File: src/rtl/sat_counter.sv
// Saturating up-counter with synchronous clear; clear with a simultaneous
// increment lands on one so that event is not lost.
module sat_counter #(
  parameter int unsigned W = 8
) (
  input  logic         clk,
  input  logic         rst,
  input  logic         inc,
  input  logic         clear,
  output logic [W-1:0] count
);

  localparam logic [W-1:0] MAX = '1;

  always_ff @(posedge clk) begin
    if (rst) begin
      count <= '0;
    end else if (clear) begin
      count <= inc ? W'(1) : '0;
    end else if (inc && (count != MAX)) begin
      count <= count + W'(1);
    end
  end

endmodule

File: config.mk
export PLATFORM = sky130hd
export DESIGN_NAME = sat_counter
export DESIGN_NICKNAME = d
export VERILOG_FILES = /design/src/rtl/sat_counter.sv
export SDC_FILE = /design/constraint.sdc
export NUM_CORES = 1
export LEC_CHECK = 0
export ABC_AREA = 1
export CORE_UTILIZATION = 26
export CTS_CLUSTER_DIAMETER = 100
export DETAILED_ROUTE_END_ITERATION = 12
export GPL_ROUTABILITY_DRIVEN = 0
export MAX_ROUTING_LAYER = met4
export PLACE_DENSITY = 0.58
export SLEW_MARGIN = 5
export SYNTH_ARGS = -nofsm -noshare
export SYNTH_HDL_FRONTEND = slang
export SYNTH_SLANG_ARGS = --single-unit
File: constraint.sdc
create_clock -name clk -period 1.6 [get_ports clk]
set_input_delay 0.24 -clock clk [delete_from_list [all_inputs] [get_ports clk]]
set_output_delay 0.24 -clock clk [all_outputs]
set_load 0.005 [all_outputs]
* Yosys cells after proc, flatten, opt, wreduce, memory -nomap -nowiden *
Cells that the tools add are included.

storage, ports and cells
  flip-flop bits (word level) = 8
  output and inout bits = 8
  input bits = 4
  logic and storage cells = 8

cells by class
  multiplexer cells = 3
  reductions and logical operators = 2
  add/subtract/negate cells = 1
  equal/unequal tests = 1

operators by type and width
  kind                   number
  $mux W8                2
  $add A8 B1 Y8 const B  1
  $ne A8 B8 Y1 const B   1
  $reduce_bool A2 Y1     1
  $logic_and A1 B1 Y1    1
  $mux W1                1

* Logic depth before layout (Yosys ltp) *
  depth in word-level cells = 4
  mapped depth = 9
  mapped depth without buffers = 9

* Least setup slack after synthesis *
OpenSTA, ideal clock, no wires.

  kind = reg-to-reg
  start point = register count[0]
  end point = register count[5]
  data required time = 1.487 ns
  setup time = 0.113 ns
  cell stages (with the launch flop) = 9
  path buffers = 0
  setup slack = 0.311 ns
  arrival = 1.176 ns
  clock period less this slack = 1.289 ns
  cell sequence = dfxtp_1 ha_1 nand2_2 nor2_2 nand2_4 nand2_4 nand2_2 nor2_1 nor2_1

on the way
  cells in the longest elaborated chain, start to end = 3
  elaborated cells on any way between the ends = 6
  classes of those cells = add/sub (1); eq/ne (1); mux (2); reduce/logical (2)

RTL lines
  element                                                line    RTL
  start: declaration                                     10      output logic [W-1:0] count
  start signal: assignment                               19      count <= inc ? W'(1) : '0;
  start signal: assignment                               21      count <= count + W'(1);
  $add A8 B1 Y8 / $ne A8 B8 Y1 (equally long branches)   21, 20
  $mux W8 / $logic_and A1 B1 Y1 (equally long branches)  20      end else if (inc && (count != MAX)) begin
  $mux W8 / $reduce_bool A2 Y1 (equally long branches)   n/a

Parallel ways exist; a longest one is shown, timed or not. The select of a mux whose other input is x is not followed.
A chain may end at the register's enable or synchronous reset.

* Worst setup path in the final report *
  start point = register count[2]
  end point = output port count[2]

No word-level cell between the ends.

==> results.py <==
metrics = {
    "drt": {
        "drt_iter0_markers": 7,
        "wirelength_um": 1140,
        "avgViaCountPerCell": 4.49,
        "ant_nets": 0,
        "vias": 512,
        "wl_per_cell_um": 9.97,
        "route.detailed.drc": 0,
        "firstDrtPassIters": 4,
    },
    "final_layout": {
        "top_regs": "count: 8 flops",
        "fin_area_um2": 656,
        "largest_reg_flops": 8,
        "finalNetCount": 96,
        "diodes": 0,
        "drive_above_1_share_pct": 13.5,
        "area_growth_pct": 33.3,
        "top_register": "count",
    },
    "logic_synthesis": {
        "yosysTopAreaCell": "dfxtp_1",
        "ys_seq_area_share_pct": 32.6,
        "ys_ff_latch": 8,
        "synth_area_leaders": "dfxtp_1 (33%), nand2_1 (12%), nand3_1 (9.2%), nor2_1 (7.6%), inv_1 (6.9%)",
        "syn_area_per_cell_um2": 6.56,
        "netlist_area_um2": 492,
        "synth_fp_nets": 80,
        "synth.distinct_cells": 18,
        "yosysWarnings": 0,
        "yosys.area.top_type_share_pct": 32.6,
        "syn_inst": 75,
    },
    "sta": {
        "slew_viol_final": 0,
        "fin_crit_sh_pct": 95.1,
        "worst_slew_pin_slew_ns": 0.258,
        "slew_headroom_pct": 82.8,
        "max_freq_ghz": 0.657,
        "hold_viol": 0,
        "rsz0062_at_grt": "false",
        "setup_violations": 0,
        "finClkSkew_ns": 0.00292,
        "period_needed_ns": 1.52,
        "tns_ns": 0,
    },
    "die": {
        "die_area_um2": 2070,
        "rows": 15,
        "start_util_pct": 28.2,
        "pin_count": 12,
        "die_h_um": 45.5,
        "fp.dieW_um": 45.5,
        "core_area_um2": 1750,
    },
    "clocking": {
        "numCtsBuffers": 3,
        "cts-root-buf": "clkbuf_4",
        "clk_pin_slew_ns": 0.06,
        "cts_htree_levels": 1,
        "max-clock-path-buffers": 2,
        "clock_latency_ns": 0.27,
        "cts_hold_buf": 0,
        "clkSinkCount": 8,
        "tritoncts": "done",
        "cts_resized": 0,
        "postCtsSetupRepairBufs": 0,
    },
    "place": {
        "io_buffers": 11,
        "hpwl_um": 856,
        "dpl_cell_area_um2": 633,
    },
    "worst_setup_path": {
        "crit_fanout": 7,
        "cpPeakStageDelay_ns": 0.56,
        "crit_arrival_ns": 1.28,
        "cp.buffers_inverters": 1,
        "crit_type": "reg -> out",
        "critPathRequiredTime_ns": 1.36,
        "cp_top_family": "buffers and inverters",
        "path_cells": "clkdlybuf4s50_1",
        "end_kind": "primary output",
        "critical-path-slowest-cell": "clkdlybuf4s50_1",
        "worstSetupStartpointType": "register",
    },
    "power_and_ir_drop": {
        "power_density_nw_per_um2": 664,
        "p_leak_nw": 0.264,
        "peakVddDrop_mv": 0.420,
    },
    "global_route": {
        "grt_pass1_wl_um": 1920,
        "grt_pass1_vias": 442,
        "grt_usage_pct": 13.7,
        "grt_antenna_before_repair": 0,
        "grt_max_degree": 9,
        "grt_overflow": 0,
    },
    "status": {
        "status": "finished clean",
    },
    "hold_path": {
        "hold_class": "reg -> reg",
    },
    "flow_run": {
        "max_cap_violations": 0,
    },
}
routing by layer:
metal | up-vias | GRT usage, % | share of wire (%)
li1 | 271 | - | -
met1 | 223 | 17.8 | 49
met2 | 16 | 18.3 | 43
met3 | 2 | 5.95 | 6.6
met4 | 0 | 5.45 | 1.5
met5 | - | - | 0
path summary, 6_finish.rpt:
| path | start | cells after the start | end | slack, ns |
|---|---|---|---|---|
| hold reg to reg | count[6]$_SDFFE_PP0P_ | 2 | count[6]$_SDFFE_PP0P_ | 0.47 |
| setup / recovery | count[2]$_SDFFE_PP0P_ | 1 | count[2] | 0.08 |
| hold / removal | count[6]$_SDFFE_PP0P_ | 2 | count[6]$_SDFFE_PP0P_ | 0.47 |
| setup reg to reg | count[0]$_SDFFE_PP0P_ | 8 | count[5]$_SDFFE_PP0P_ | 0.14 |
synth_stat cells:
master and instances:
a21oi_1 5, a21oi_2 1, dfxtp_1 8, ha_1 1, inv_1 9, inv_2 1
nand2_1 16, nand2_2 3, nand2_4 2, nand3_1 9, nand3b_1 1, nand4_1 3
nor2_1 10, nor2_2 1, nor2_4 1, nor3_1 1, o21ai_0 2, o21ai_1 1
area by class of cell:
cell class              count  area [um^2]
flip-flops and latches      8          160
fillers                   189         1090
inverters                  10         37.5
repair buffers             11          110
well taps                  25         31.3
clock buffers               3         22.5
multi-input cells          57          294
layout by cell type (no fill, tap or decap), drive strengths merged:
cell,count
a21oi,6
clkbuf,3
clkdlybuf4s50,11
dfxtp,8
ha,1
inv,10
nand2,21
nand3,9
nand3b,1
nand4,3
nor2,12
nor3,1
o21ai,3
metrics by stage:
step / hold WS [ns] / utilization (%) / power, mW / worst slack [ns] / cells
6_report: 0.467 / 37.6 / 0.436 / 0.0785 / 114
2_1_floorplan: 0.309 / - / 0.243 / 0.311 / 75
5_1_grt: 0.490 / 37.6 / 0.460 / 0.00895 / 114
4_1_cts: 0.472 / 37.6 / 0.443 / 0.0613 / 114
3_3_place_gp: 0.453 / 36.3 / 0.273 / 0.169 / 111
3_5_place_dp: 0.463 / 36.3 / 0.271 / 0.159 / 111
power by group:
group          internal [mW]  switching (mW)
clock                 0.0867          0.0813
combinational         0.0270          0.0297
sequential             0.205         0.00597
cell families (layout without fill, tap and decap cells):
| family | after synthesis | in the layout | synth area share (%) |
|---|---|---|---|
| compound gates | 9 | 9 | 9.92 |
| fa+ha+maj | 1 | 1 | 2.54 |
| buf+inv | 10 | 24 | 7.63 |
| simple gates | 47 | 47 | 47.3 |
| flops | 8 | 8 | 32.6 |
worst min-delay path, stage by stage, from the launching register on:
cell and delay (ns):
dfxtp_1 0.32, inv_1 0.05, a21oi_1 0.05
Power figures use the tool's default switching activity.
